File: src/rtl/if_stage_pkg.sv
// Shared types and widths for the instruction-fetch stage.
package if_stage_pkg;

  localparam int WORD_ADDR_W = 30;
  localparam int WORD_DATA_W = 32;
  localparam logic [WORD_DATA_W-1:0] NOP_INSN_DEFAULT = '0;

  typedef enum logic [1:0] {
    FETCH = 2'd0,
    DRAIN = 2'd1,
    HOLD  = 2'd2
  } if_state_e;

endpackage

File: src/rtl/if_stage_if.sv
// Single-outstanding instruction bus between the fetch stage and its memory slave.
interface if_stage_if
  import if_stage_pkg::*;
#(
  parameter int ADDR_W = WORD_ADDR_W,
  parameter int DATA_W = WORD_DATA_W
);
  logic              bus_req;
  logic [ADDR_W-1:0] bus_addr;
  logic              bus_rdy;
  logic [DATA_W-1:0] bus_rd_data;

  modport master (output bus_req, bus_addr, input bus_rdy, bus_rd_data);
  modport slave  (input bus_req, bus_addr, output bus_rdy, bus_rd_data);
endinterface

File: src/rtl/if_stage_reg.sv
// IF/ID pipeline register: rst > flush (bubble) > stall (hold) > load > bubble.
module if_reg
  import if_stage_pkg::*;
#(
  parameter int                ADDR_W   = WORD_ADDR_W,
  parameter int                DATA_W   = WORD_DATA_W,
  parameter logic [DATA_W-1:0] NOP_INSN = NOP_INSN_DEFAULT
) (
  input  logic              clk,
  input  logic              rst,
  input  logic              flush,
  input  logic              stall,
  input  logic              load,
  input  logic [ADDR_W-1:0] load_pc,
  input  logic [DATA_W-1:0] load_insn,
  output logic [ADDR_W-1:0] if_pc,
  output logic [DATA_W-1:0] if_insn,
  output logic              if_en
);

  // NOTE: sequential state uses <= so every register samples pre-edge values.
  always_ff @(posedge clk) begin
    if (rst) begin
      if_pc   <= '0;
      if_insn <= NOP_INSN;
      if_en   <= 1'b0;
    end else if (flush) begin
      if_insn <= NOP_INSN;
      if_en   <= 1'b0;
    end else if (!stall) begin
      if (load) begin
        if_pc   <= load_pc;
        if_insn <= load_insn;
        if_en   <= 1'b1;
      end else begin
        if_insn <= NOP_INSN;
        if_en   <= 1'b0;
      end
    end
  end

endmodule

File: src/rtl/if_stage.sv
// Instruction-fetch stage: fetch PC, single-outstanding bus master FSM, hold buffer
// and the IF/ID register feeding decode.
module if_stage
  import if_stage_pkg::*;
#(
  parameter int                ADDR_W    = WORD_ADDR_W,
  parameter int                DATA_W    = WORD_DATA_W,
  parameter logic [ADDR_W-1:0] RESET_VEC = '0,
  parameter logic [DATA_W-1:0] NOP_INSN  = NOP_INSN_DEFAULT
) (
  input  logic              clk,
  input  logic              rst,
  input  logic              stall,
  input  logic              flush,
  input  logic [ADDR_W-1:0] new_pc,
  input  logic              br_taken,
  input  logic [ADDR_W-1:0] br_addr,
  if_stage_if.master        bus,
  output logic              if_busy,
  output logic [ADDR_W-1:0] if_pc,
  output logic [DATA_W-1:0] if_insn,
  output logic              if_en
);

  if_state_e         state, state_next;
  logic [ADDR_W-1:0] fetch_pc, drain_addr, target;
  logic [DATA_W-1:0] hold_buf, load_insn;
  logic              redirect, load;

  // A branch seen under stall is ignored; decode presents it again later.
  assign redirect = flush | (br_taken & ~stall);
  assign target   = flush ? new_pc : br_addr;

  always_ff @(posedge clk) begin
    if (rst) state <= FETCH;
    else     state <= state_next;
  end

  always_comb begin
    // NOTE: default assignment first keeps this block free of inferred latches.
    state_next = state;
    unique case (state)
      FETCH: begin
        if (redirect)                   state_next = bus.bus_rdy ? FETCH : DRAIN;
        else if (bus.bus_rdy && stall)  state_next = HOLD;
      end
      DRAIN: if (bus.bus_rdy)           state_next = FETCH;
      HOLD:  if (redirect || !stall)    state_next = FETCH;
      default:                          state_next = FETCH;
    endcase
  end

  always_comb begin
    bus.bus_req  = 1'b1;
    bus.bus_addr = fetch_pc;
    load         = 1'b0;
    load_insn    = bus.bus_rd_data;
    unique case (state)
      FETCH: load = bus.bus_rdy && !stall && !redirect;
      DRAIN: bus.bus_addr = drain_addr;
      HOLD: begin
        bus.bus_req = 1'b0;
        load        = !stall && !redirect;
        load_insn   = hold_buf;
      end
      default: ;
    endcase
  end

  assign if_busy = bus.bus_req & ~bus.bus_rdy;

  // Every IF/ID load consumes the instruction at fetch_pc, so it also advances it.
  always_ff @(posedge clk) begin
    if (rst) begin
      fetch_pc   <= RESET_VEC;
      drain_addr <= RESET_VEC;
    end else begin
      if (redirect)  fetch_pc <= target;
      else if (load) fetch_pc <= fetch_pc + ADDR_W'(1);
      if (state == FETCH && redirect && !bus.bus_rdy) drain_addr <= fetch_pc;
    end
  end

  // NOTE: hold_buf has no reset; it is only read in HOLD, which is entered by writing it.
  always_ff @(posedge clk) begin
    if (state == FETCH && bus.bus_rdy && stall && !flush) hold_buf <= bus.bus_rd_data;
  end

  if_reg #(
    .ADDR_W   (ADDR_W),
    .DATA_W   (DATA_W),
    .NOP_INSN (NOP_INSN)
  ) u_if_reg (
    .clk       (clk),
    .rst       (rst),
    .flush     (flush),
    .stall     (stall),
    .load      (load),
    .load_pc   (fetch_pc),
    .load_insn (load_insn),
    .if_pc     (if_pc),
    .if_insn   (if_insn),
    .if_en     (if_en)
  );

endmodule

File: src/flat_wrapper.sv
// flat-port wrapper written by rule: the top's interface ports become plain ports
module if_stage_flat import if_stage_pkg::*;
#(
  parameter int                ADDR_W    = WORD_ADDR_W,
  parameter int                DATA_W    = WORD_DATA_W,
  parameter logic [ADDR_W-1:0] RESET_VEC = '0,
  parameter logic [DATA_W-1:0] NOP_INSN  = NOP_INSN_DEFAULT
)
  (clk, rst, stall, flush, new_pc, br_taken, br_addr, if_busy, if_pc, if_insn, if_en, bus_bus_req, bus_bus_addr, bus_bus_rdy, bus_bus_rd_data);
  if_stage_if #(.ADDR_W(ADDR_W), .DATA_W(DATA_W)) bus_i ();
  input  logic clk;
  input  logic rst;
  input  logic stall;
  input  logic flush;
  input  logic [ADDR_W-1:0] new_pc;
  input  logic br_taken;
  input  logic [ADDR_W-1:0] br_addr;
  output logic if_busy;
  output logic [ADDR_W-1:0] if_pc;
  output logic [DATA_W-1:0] if_insn;
  output logic if_en;
  output wire logic [$bits(bus_i.bus_req)-1:0] bus_bus_req;
  output wire logic [$bits(bus_i.bus_addr)-1:0] bus_bus_addr;
  input wire logic [$bits(bus_i.bus_rdy)-1:0] bus_bus_rdy;
  input wire logic [$bits(bus_i.bus_rd_data)-1:0] bus_bus_rd_data;
  assign bus_bus_req = bus_i.bus_req;
  assign bus_bus_addr = bus_i.bus_addr;
  assign bus_i.bus_rdy = bus_bus_rdy;
  assign bus_i.bus_rd_data = bus_bus_rd_data;
  if_stage #(.ADDR_W(ADDR_W), .DATA_W(DATA_W), .RESET_VEC(RESET_VEC), .NOP_INSN(NOP_INSN)) u_core (.clk(clk), .rst(rst), .stall(stall), .flush(flush), .new_pc(new_pc), .br_taken(br_taken), .br_addr(br_addr), .bus(bus_i), .if_busy(if_busy), .if_pc(if_pc), .if_insn(if_insn), .if_en(if_en));
endmodule
File: config.mk
export PLATFORM = sky130hd
export DESIGN_NAME = if_stage_flat
export DESIGN_NICKNAME = d
export VERILOG_FILES = /design/src/rtl/if_stage_pkg.sv /design/src/rtl/if_stage_if.sv /design/src/rtl/if_stage_reg.sv /design/src/rtl/if_stage.sv /design/src/flat_wrapper.sv
export SDC_FILE = /design/constraint.sdc
export NUM_CORES = 1
export LEC_CHECK = 0
export ABC_AREA = 1
export BUFFER_PORTS_ARGS = -buffer_cell sky130_fd_sc_hd__buf_2
export CORE_ASPECT_RATIO = 1.2
export CORE_MARGIN = 4
export CORE_UTILIZATION = 45
export CTS_CLUSTER_SIZE = 20
export DETAILED_ROUTE_END_ITERATION = 6
export PLACE_DENSITY = 0.79
export SLEW_MARGIN = 0
export SYNTH_ARGS = -nofsm -noshare
export SYNTH_HDL_FRONTEND = slang
export SYNTH_SLANG_ARGS = --single-unit
File: constraint.sdc
create_clock -name clk -period 9.8 [get_ports clk]
set_input_delay 0.49 -clock clk [delete_from_list [all_inputs] [get_ports clk]]
set_output_delay 0.49 -clock clk [all_outputs]
set_load 0.02 [all_outputs]
==> results.md <==
* Outcome: finished clean
* CP arrival at around 3300 ps
* Worst setup path start: u_core.state[0]$_SDFFE_PP0P_
* Crit-path leading delay family: simple AND/OR/NAND/NOR gates
* Synth top area share at 0.334
* Slowest stage delay, CP at between 700 and 800 ps
* CTS tree: built
* Reg power frac at 0.453
* Sw frac at 0.275
* Cell internal pwr at ~1100 uW
* Buf+Inv Stages, Crit Path at 2
* CTS Buf Count at 17
* Critical Path, Cell by Cell: inv_2 > nand2_2 > nand2_4 > nand2_4 > nor2_4 > buf_4 > nand3_1 > nand3_1 > a21oi_1
* Vias in the first global route at 6769
* 1st-iter DRT viols at roughly 430
* DR vias/cell at between 5 and 6
* Vert. Die Dim at ~150 um
* Hold Violations, Final at 0
* Worst Reg-to-Reg Cells at 9
* CORE AREA at about 16000 sq um
* # clock sinks at around 160
* Hold_sp: bus_bus_rd_data[28]
* NetSw at around 430 uW
* Pre-Repair DR Iteration Count at 6
* Crit path launch type: register
* Required @ worst endpoint at just over 10000 ps
* Total setup buffers inserted after CTS at 0
* Final non-filler cell total at between 1000 and 1500
* Mean Syn Cell Area at a little under 8 sq um
* Worst rel slew slack at 0.225
* Routed wire length at 20600 um
* RSZ-0062 raised after global routing: no
* DIE WIDTH at 126 um
* Max IR drop VDD at between 0.1 and 0.15 mV
* Fin crit share at 0.311
* Setup CP Type: register to register
* Cell area power density at between 150 and 200 nW/um^2
* Most frequent cells in the layout: nand2_1 (240), buf_2 (192), dfxtp_1 (125), a21oi_1 (94), o21ai_0 (77)
* Crit path max fanout at 78
* GR Overflow Total at 0
* Port bufs at around 190
* Final setup violation count at 0
* Filler instances at 1505
* Ports at roughly 190
* Synthesized area at around 7500 sq um
* Slew Limit Fails at 0
* ANT nets after route at 0
* Cell count after placement at ~1300
* Clk pwr share at 0.419
* Area of the multi-input gates at 3480 sq um
* Most common cell after layout, fill and taps aside: nand2_1
* DR vias at a little over 7000
* Routed wire per std cell at 15.3 um
* Combinational share of power at 0.128
* Synthesized flop and latch total at 157
* Fin Setup TNS at 0 ps
* R2R Path Start: u_core.state[0]$_SDFFE_PP0P_
* Slew @ Worst Pin at 1160 ps
* Full die area at about 19000 sq um
* Routability congestion estimate at just over 0.9
* Clk slew on worst S/H paths at ~60 ps
* F_max at between 300 and 400 MHz
* Largest cells by area after synthesis: dfxtp_1 (33%), edfxtp_1 (13%), nand2_1 (12%)
* Post-Synthesis Cells at roughly 960
* Initial antenna violation count at 1
* Crit end category: register
* Sequential cell area at about 3500 sq um
* Row count at slightly above 50
* Root buffer cell: clkbuf_16
* # nets final at around 1200
* WP depth at 9
* Post-CTS Hold Buffers at 0
* Tmin final at between 3000 and 4000 ps
* Leakage at 0.00391 uW
* Yosys top cell by area: dfxtp_1
* Total global-route track usage at 0.215
* Largest net degree at the start of global routing at 79
* CTS resizes at 0
* DP HPWL at roughly 14000 um
* Synth-to-Final Area Change at 21.1%
* Library cells used by synthesis at 43
* H-tree depth at 4
* Net Count, Synth at about 1100
* Max-cap violations at 0
* Clock Path Buffers at 2
* Register area share after synthesis at 0.463
* Post-route DRC at 0
* Initial Util at 0.460
* YS warnings at 0
* Hold depth at 1
* Share of layout cells above drive strength 1 at 0.265
* HP Class: input pin to register
* Max Clock Skew at a little under 8 ps
* Worst skew pair latency at 420 ps
* First-pass GRT wire length at 32900 um
* Crit-path slowest cell: buf_4
-- cell type report --
cell class,count,area share
inverter,73,0.0302
antenna,1,0.000276
multi-input combinational,675,0.383
clock inverter,12,0.0132
clock buffer,20,0.0516
tap,212,0.0293
sequential,157,0.382
timing repair buffer,197,0.110
-- logic make-up (layout without fill, tap and decap cells) --
logic type	Yosys count	in the layout	synth area share
AO/OA/AOI/OAI	233	233	0.171
XOR/XNOR	5	5	0.00585
buffers and inverters	127	302	0.0749
other	0	1	0
AND/OR/NAND/NOR	408	408	0.242
multiplexers	28	28	0.0420
adder cells (fa/ha/maj)	1	1	0.00167
flip-flops	157	157	0.463
-- metal layers --
layer	track usage	wire length (um)	up-vias
met5	0	0	-
met4	0.0939	517	0
met3	0.0358	1430	35
met2	0.378	10100	286
met1	0.261	8560	3249
li1	-	-	3517
-- power groups by stage --
stage | Combinational [uW] | Clock, uW | Sequential, uW
detailed placement | 200 | 0 | 727
floorplan | 128 | 0 | 730
global placement | 197 | 0 | 726
CTS | 202 | 669 | 712
global route | 222 | 698 | 716
finish | 201 | 660 | 713
-- worst reg2reg max path, cell delays in order (launching register included) --
cell and delay (ps):
dfxtp_1 360, inv_2 140, nand2_2 510, nand2_4 320, nand2_4 110, nor2_4 370, buf_4 730, nand3_1 160
nand3_1 120, a21oi_1 60
-- synthesized netlist by cell type, drive strengths merged --
cell	n
nor2b	1
o21ai	94
o21bai	1
nor2	79
o22ai	3
ha	1
xor2	5
edfxtp	32
mux2i	1
dfxtp	125
a2111oi	1
nand3	43
nand4	4
mux2	27
a31oi	6
nor4	1
nand3b	11
buf	36
o31ai	2
or2	19
o21a	11
a21oi	95
clkbuf	18
inv	72
nand2	247
nor3	3
clkinv	1
o211ai	20
-- worst paths after layout --
path	to	slack [ps]
max	u_core.fetch_pc[3]$_SDFFE_PP0P_	6760
min	u_core.hold_buf[28]$_DFFE_PP_	260
max reg2reg	u_core.fetch_pc[3]$_SDFFE_PP0P_	6760
min reg2reg	u_core.u_if_reg.if_insn[31]$_SDFFE_PP0N_	460
-- per-stage QoR --
stage / cell area [sq um] / hold slack [ps] / power [uW] / util / worst slack [ps]
final: 9070 / 259 / 1570 / 0.557 / 6760
after global routing: 9070 / 248 / 1640 / 0.557 / 6410
after detailed placement: 8480 / 453 / 926 / 0.521 / 6450
after floorplan: 7490 / 452 / 858 / - / 5220
after CTS: 9060 / 243 / 1580 / 0.557 / 6660
after global placement: 8480 / 445 / 923 / 0.521 / 6550
-- registers in the layout, indices dropped and copies added (netlist names) --
| register | cells |
|---|---|
| u_core.drain_addr | 30 |
| u_core.fetch_pc | 30 |
| u_core.hold_buf | 32 |
| u_core.state | 2 |
| u_core.u_if_reg.if_en | 1 |
| u_core.u_if_reg.if_insn | 32 |
| u_core.u_if_reg.if_pc | 30 |
Note: power is estimated with default switching activity, not from simulation.
